File: src/rtl/cpu_ex_mem_reg.sv
// cpu_ex_mem_reg: EX -> MEM pipeline register for the CPU.
// Registers the ALU result and instruction metadata, owns the architectural
// flag register (OF, CF, ZF, NF), resolves conditional branches against the
// committed flags, squashes the single wrong-path instruction after a taken
// branch, and honours downstream stall and external flush.
// Optional feature: define CPU_EX_PERF_CNT_EN to add the perf_retired and
// perf_br_taken event counters and their output ports.
module cpu_ex_mem_reg #(
    parameter int DATA_W = 32,
    parameter int RD_W   = 5
) (
    input  logic              clk,
    input  logic              rst_n,
    input  logic              ex_valid,
    output logic              ex_ready,
    input  logic [7:0]        ex_op,
    input  logic [RD_W-1:0]   ex_rd,
    input  logic [DATA_W-1:0] ex_store_data,
    input  logic [DATA_W-1:0] alu_out,
    input  logic              alu_of,
    input  logic              alu_cf,
    input  logic              alu_zf,
    input  logic              alu_nf,
    input  logic              alu_of_en,
    input  logic              alu_cf_en,
    input  logic              alu_zf_en,
    input  logic              alu_nf_en,
    input  logic              mem_stall,
    input  logic              flush,
    output logic              mem_valid,
    output logic [7:0]        mem_op,
    output logic [RD_W-1:0]   mem_rd,
    output logic [DATA_W-1:0] mem_result,
    output logic [DATA_W-1:0] mem_store_data,
    output logic              flag_of,
    output logic              flag_cf,
    output logic              flag_zf,
    output logic              flag_nf,
    output logic              br_taken,
    output logic [DATA_W-1:0] br_target
`ifdef CPU_EX_PERF_CNT_EN
    ,
    output logic [31:0]       perf_retired,
    output logic [31:0]       perf_br_taken
`endif
);

    // Branch / jump opcodes (ALU opcode encoding)
    localparam logic [7:0] OP_BNEQ = 8'h33;
    localparam logic [7:0] OP_BLTZ = 8'h35;
    localparam logic [7:0] OP_BGTZ = 8'h37;
    localparam logic [7:0] OP_BLEZ = 8'h39;
    localparam logic [7:0] OP_BGEZ = 8'h3B;
    localparam logic [7:0] OP_JMP  = 8'h3D;
    localparam logic [7:0] OP_JMPI = 8'h3F;

    // State registers
    logic              mem_valid_r;
    logic [7:0]        mem_op_r;
    logic [RD_W-1:0]   mem_rd_r;
    logic [DATA_W-1:0] mem_result_r;
    logic [DATA_W-1:0] mem_store_data_r;
    logic              flag_of_r;
    logic              flag_cf_r;
    logic              flag_zf_r;
    logic              flag_nf_r;
    logic              br_taken_r;
    logic [DATA_W-1:0] br_target_r;
    logic              squash_r;

    // Next-state and control signals
    logic              advance_s;
    logic              xfer_s;
    logic              kill_s;
    logic              cond_s;
    logic              br_hit_s;
    logic              mem_valid_nxt_s;
    logic              squash_nxt_s;
    logic              flag_of_nxt_s;
    logic              flag_cf_nxt_s;
    logic              flag_zf_nxt_s;
    logic              flag_nf_nxt_s;
    logic [DATA_W-1:0] br_target_nxt_s;

    assign ex_ready = !mem_stall;

    // Classify the EX slot and resolve the branch condition on committed flags
    always_comb begin
        advance_s = !mem_stall && !flush;
        xfer_s    = ex_valid && advance_s && !squash_r;
        kill_s    = ex_valid && advance_s && squash_r;
        cond_s    = 1'b0;
        case (ex_op)
            OP_BNEQ: cond_s = !flag_zf_r;
            OP_BLTZ: cond_s = flag_nf_r;
            OP_BGTZ: cond_s = !flag_nf_r && !flag_zf_r;
            OP_BLEZ: cond_s = flag_nf_r || flag_zf_r;
            OP_BGEZ: cond_s = !flag_nf_r;
            OP_JMP:  cond_s = 1'b1;
            OP_JMPI: cond_s = 1'b1;
            default: cond_s = 1'b0;
        endcase
        br_hit_s = xfer_s && cond_s;
    end

    // Next-state for MEM valid, squash, flags and branch target
    always_comb begin
        mem_valid_nxt_s = mem_valid_r;
        squash_nxt_s    = squash_r;
        if (flush) begin
            mem_valid_nxt_s = 1'b0;
            squash_nxt_s    = 1'b0;
        end else if (mem_stall) begin
            mem_valid_nxt_s = mem_valid_r;
            squash_nxt_s    = squash_r;
        end else if (xfer_s) begin
            mem_valid_nxt_s = 1'b1;
            squash_nxt_s    = br_hit_s;
        end else if (kill_s) begin
            mem_valid_nxt_s = 1'b0;
            squash_nxt_s    = 1'b0;
        end else begin
            mem_valid_nxt_s = 1'b0;
            squash_nxt_s    = squash_r;
        end

        flag_of_nxt_s = (xfer_s && alu_of_en) ? alu_of : flag_of_r;
        flag_cf_nxt_s = (xfer_s && alu_cf_en) ? alu_cf : flag_cf_r;
        flag_zf_nxt_s = (xfer_s && alu_zf_en) ? alu_zf : flag_zf_r;
        flag_nf_nxt_s = (xfer_s && alu_nf_en) ? alu_nf : flag_nf_r;

        if (br_hit_s) begin
            br_target_nxt_s = alu_out;
        end else begin
            br_target_nxt_s = br_target_r;
        end
    end

    // Control and flag state; br_taken is a single-cycle pulse
    always_ff @(posedge clk or negedge rst_n) begin
        if (!rst_n) begin
            mem_valid_r <= 1'b0;
            squash_r    <= 1'b0;
            flag_of_r   <= 1'b0;
            flag_cf_r   <= 1'b0;
            flag_zf_r   <= 1'b0;
            flag_nf_r   <= 1'b0;
            br_taken_r  <= 1'b0;
            br_target_r <= {DATA_W{1'b0}};
        end else begin
            mem_valid_r <= mem_valid_nxt_s;
            squash_r    <= squash_nxt_s;
            flag_of_r   <= flag_of_nxt_s;
            flag_cf_r   <= flag_cf_nxt_s;
            flag_zf_r   <= flag_zf_nxt_s;
            flag_nf_r   <= flag_nf_nxt_s;
            br_taken_r  <= br_hit_s;
            br_target_r <= br_target_nxt_s;
        end
    end

    // MEM payload: loads only on a transfer, otherwise holds
    always_ff @(posedge clk or negedge rst_n) begin
        if (!rst_n) begin
            mem_op_r         <= 8'h00;
            mem_rd_r         <= {RD_W{1'b0}};
            mem_result_r     <= {DATA_W{1'b0}};
            mem_store_data_r <= {DATA_W{1'b0}};
        end else if (xfer_s) begin
            mem_op_r         <= ex_op;
            mem_rd_r         <= ex_rd;
            mem_result_r     <= alu_out;
            mem_store_data_r <= ex_store_data;
        end else begin
            mem_op_r         <= mem_op_r;
            mem_rd_r         <= mem_rd_r;
            mem_result_r     <= mem_result_r;
            mem_store_data_r <= mem_store_data_r;
        end
    end

    assign mem_valid      = mem_valid_r;
    assign mem_op         = mem_op_r;
    assign mem_rd         = mem_rd_r;
    assign mem_result     = mem_result_r;
    assign mem_store_data = mem_store_data_r;
    assign flag_of        = flag_of_r;
    assign flag_cf        = flag_cf_r;
    assign flag_zf        = flag_zf_r;
    assign flag_nf        = flag_nf_r;
    assign br_taken       = br_taken_r;
    assign br_target      = br_target_r;

`ifdef CPU_EX_PERF_CNT_EN
    logic [31:0] perf_retired_r;
    logic [31:0] perf_br_taken_r;

    // Event counters for retired transfers and taken branches (wrap mod 2^32)
    always_ff @(posedge clk or negedge rst_n) begin
        if (!rst_n) begin
            perf_retired_r  <= 32'd0;
            perf_br_taken_r <= 32'd0;
        end else begin
            perf_retired_r  <= xfer_s   ? (perf_retired_r + 32'd1)  : perf_retired_r;
            perf_br_taken_r <= br_hit_s ? (perf_br_taken_r + 32'd1) : perf_br_taken_r;
        end
    end

    assign perf_retired  = perf_retired_r;
    assign perf_br_taken = perf_br_taken_r;
`endif

endmodule

File: config.mk
export PLATFORM = sky130hd
export DESIGN_NAME = cpu_ex_mem_reg
export DESIGN_NICKNAME = d
export VERILOG_FILES = /design/src/rtl/cpu_ex_mem_reg.sv
export SDC_FILE = /design/constraint.sdc
export NUM_CORES = 1
export LEC_CHECK = 0
export CAP_MARGIN = 20
export CORE_MARGIN = 3
export CORE_UTILIZATION = 39
export DETAILED_ROUTE_END_ITERATION = 6
export GPL_ROUTABILITY_DRIVEN = 0
export PLACE_DENSITY = 0.8
export SYNTH_ARGS = -nofsm -noshare
export SYNTH_HDL_FRONTEND = slang
export SYNTH_SLANG_ARGS = --single-unit
File: constraint.sdc
create_clock -name clk -period 2.2 [get_ports clk]
set_clock_uncertainty 0.15 [all_clocks]
set_input_delay 0.44 -clock clk [delete_from_list [all_inputs] [get_ports clk]]
set_output_delay 0.44 -clock clk [all_outputs]
set_load 0.05 [all_outputs]
==> results.sh <==
export IMPL_postLayoutCellArea_um2=7580
export IMPL_regToRegEndpoint="br_target[6]$_DFFE_PN0P_"
export IMPL_synth_top_family_by_area="multiplexers"
export IMPL_syn_area_per_cell_um2=17.33
export IMPL_ys_seq_elements=116
export IMPL_whs_ns=0.3463
export IMPL_synth_cell_types=20
export IMPL_crit_fanout=2
export IMPL_period_minus_slack_ns=2.166
export IMPL_p_per_area_nw_per_um2=1016
export IMPL_synth_warnings=0
export IMPL_slew_viol_final=0
export IMPL_grt_max_degree=42
export IMPL_drt_pass1_iter_count=4
export IMPL_cp_data_required_time_ns=1.61
export IMPL_rows=38
export IMPL_coreArea_um2=11130
export IMPL_fin_nets=586
export IMPL_rr_startpoint="flag_nf$_DFFE_PN0P_"
export IMPL_num_io_pins=206
export IMPL_status="complete, no violations"
export IMPL_p_leak_nw=4.031
export IMPL_slowest_delay_ns=0.83
export IMPL_drcViolationCount=0
export IMPL_dieArea_um2=13060
export IMPL_fin_util=0.6813
export IMPL_synth_compound_area_share=0.01751
export IMPL_arrival_ns=1.58
export IMPL_clkSinkCount=116
export IMPL_finalWorstSetupSlack_ns=0.03356
export IMPL_port_buffers=205
export IMPL_placed_area_um2=6880
export IMPL_cts_htree_levels=4
export IMPL_hpwl_mm=8.488
export IMPL_synth_area_leaders="dfrtp_1 (63%), mux2_2 (20%), mux2_4 (9.8%), buf_12 (1.3%), buf_4 (1.1%)"
export IMPL_first_global_vias=3438
export IMPL_dieHeight_um=114.3
export IMPL_crit_path_end_kind="primary output"
export IMPL_min_to="mem_store_data[18]$_DFFE_PN0P_"
export IMPL_synthesis_nets=354
export IMPL_syn_cell_area_um2=4574
export IMPL_async_flop_share=1.000
export IMPL_tritoncts="built"
export IMPL_grt_usage=0.1838
export IMPL_critPathSlowestCell="clkdlybuf4s50_1"
export IMPL_diodes=0
export IMPL_cap_violations=0
export IMPL_period_share=0.9847
export IMPL_die_w_um=114.3
export IMPL_crit_buf_inv=1
export IMPL_hold_viol_final=0
export IMPL_drt_iter0_drc=162
export IMPL_synthXorXnorAreaFrac=0
export IMPL_grt_overflow=0
export IMPL_ys_flop_type="dfrtp_1"
export IMPL_ys_seq_area_frac=0.6346
export IMPL_grt_pass1_wl_mm=18.34
export IMPL_synth_simple_gate_area_frac=0.01668
export IMPL_netlist_instances=264
export IMPL_postCtsSetupBuffers=0
export IMPL_numCtsBuffers=17
export IMPL_worstHoldStart="mem_store_data[18]$_DFFE_PN0P_"
export IMPL_clk_latency_ns=0.41
export IMPL_peakVddDrop_mv=0.6740
export IMPL_synth_top_area_frac=0.6346
export IMPL_cts_root_buf="clkbuf_16"
export IMPL_ant_nets=0
export IMPL_wl_mm=11.66
export IMPL_area_growth_pct=65.70
export IMPL_fmax_ghz=0.4616
export IMPL_hold_path_class="flip-flop to flip-flop"
export IMPL_crit_chain="clkdlybuf4s50_1"
export IMPL_place_ws_ns=-0.2531
export IMPL_hold_depth=1
export IMPL_vias=3083
export IMPL_cts_clk_slew_worst_paths_ns=0.05
export IMPL_slew_headroom=0.6282
export IMPL_synthAdderAreaFrac=0
export IMPL_cp_top_family="buffers and inverters"
export IMPL_finalPower_w=0.007699
export IMPL_via_per_inst=4.750
export IMPL_synth_edff_count=0
export IMPL_rrSetupSlack_ns=0.29
export IMPL_crit_type="flip-flop to primary output"
export IMPL_worstMarginPinSlew_ns=0.5568
export IMPL_start_util=0.4112
export IMPL_setup_violations=0
export IMPL_reg2reg_depth=5
export IMPL_antenna_found_initial=0
export IMPL_wl_per_cell_um=17.97
export IMPL_synth_top_cell_by_area="dfrtp_1"
export IMPL_final_common_cell="clkdlybuf4s50_1"
export IMPL_clk_path_buf_depth=2
export IMPL_final_cell_mix="clkdlybuf4s50_1 (128), dfrtp_1 (116), mux2_2 (83)"
export IMPL_worst_setup_path_start_kind="flip-flop"
export IMPL_layout_drive_gt1_share=0.3360
export IMPL_muxShareOfSynthArea=0.3028
==> registers in the layout (all words and copies together), names as in the netlist <==
register / cells
mem_valid: 1
mem_result: 32
br_target: 32
flag_zf: 1
flag_cf: 1
mem_store_data: 32
flag_nf: 1
flag_of: 1
mem_rd: 5
squash_r: 1
mem_op: 8
br_taken: 1
==> area by class of cell <==
| cell class | count | area, um^2 |
|---|---|---|
| fill | 809 | 3546 |
| sequential | 116 | 2903 |
| timing repair buffer | 225 | 2376 |
| multi-input combinational | 134 | 1548 |
| clock buffer | 22 | 464.2 |
| tap | 140 | 175.2 |
| clock inverter | 10 | 106.4 |
| inverter | 2 | 7.507 |
==> repair_timing <==
action / CTS / global route
hold endpoints to repair: 36 / 0
gates cloned: 0 / 0
endpoints found under the setup margin: 17 / 56
hold buffers: 1 / 0
resized for setup: 17 / 56
==> where the power goes <==
group          switching, W  internal [W]
Clock              0.000929       0.00171
Combinational       0.00152      0.000917
Sequential         0.000169       0.00246
Total               0.00261       0.00508
==> stage by stage <==
step / std cells / TNS (ns)
2_1_floorplan: 264 / 0
3_3_place_gp: 616 / -13.15
3_5_place_dp: 616 / -15.40
4_1_cts: 649 / 0
5_1_grt: 649 / -0.007111
6_report: 649 / 0
==> worst reg2reg max path, stage by stage (launching register included) <==
cell and delay, ns:
dfrtp_1 0.43, a21oi_1 0.11, o211a_4 0.25, o211ai_4 0.24
buf_12 0.26, mux2_4 0.34
==> logic make-up (layout without fill, tap and decap cells) <==
logic type      count (synthesis)  count (layout)
buf+inv                        14             259
mux                           113             113
simple gates                   13              13
flops                         116             116
compound gates                  8               8
==> how the worst max path moves through the flow <==
stage | cells past startpoint | end | slack (ns) | from
2_1_floorplan | 5 | br_target[10]$_DFFE_PN0P_ | 0.06 | flag_nf$_DFFE_PN0P_
3_3_place_gp | 6 | br_target[6]$_DFFE_PN0P_ | -0.22 | ex_op[2]
3_5_place_dp | 6 | br_target[12]$_DFFE_PN0P_ | -0.25 | ex_op[2]
4_1_cts | 1 | mem_store_data[10] | 0.0006 | mem_store_data[10]$_DFFE_PN0P_
5_1_grt | 1 | br_target[11] | -0.007 | br_target[11]$_DFFE_PN0P_
6_report | 1 | mem_result[25] | 0.03 | mem_result[25]$_DFFE_PN0P_
==> routing by layer <==
metal	global-route usage	up-vias	share of wire
met1	0.2105	1527	0.38
met5	0	-	0
li1	-	1408	-
met4	0.06176	0	0.013
met2	0.3091	135	0.51
met3	0.07928	13	0.094
==> synth_stat cells (2+ instances only) <==
| master | instances |
|---|---|
| buf_4 | 7 |
| buf_12 | 3 |
| nor3_2 | 3 |
| buf_2 | 2 |
| inv_1 | 2 |
| mux2_4 | 30 |
| dfrtp_1 | 116 |
| nand2_1 | 5 |
| a21oi_1 | 3 |
| mux2_2 | 83 |
No activity file was read; power rests on OpenSTA's default activity.
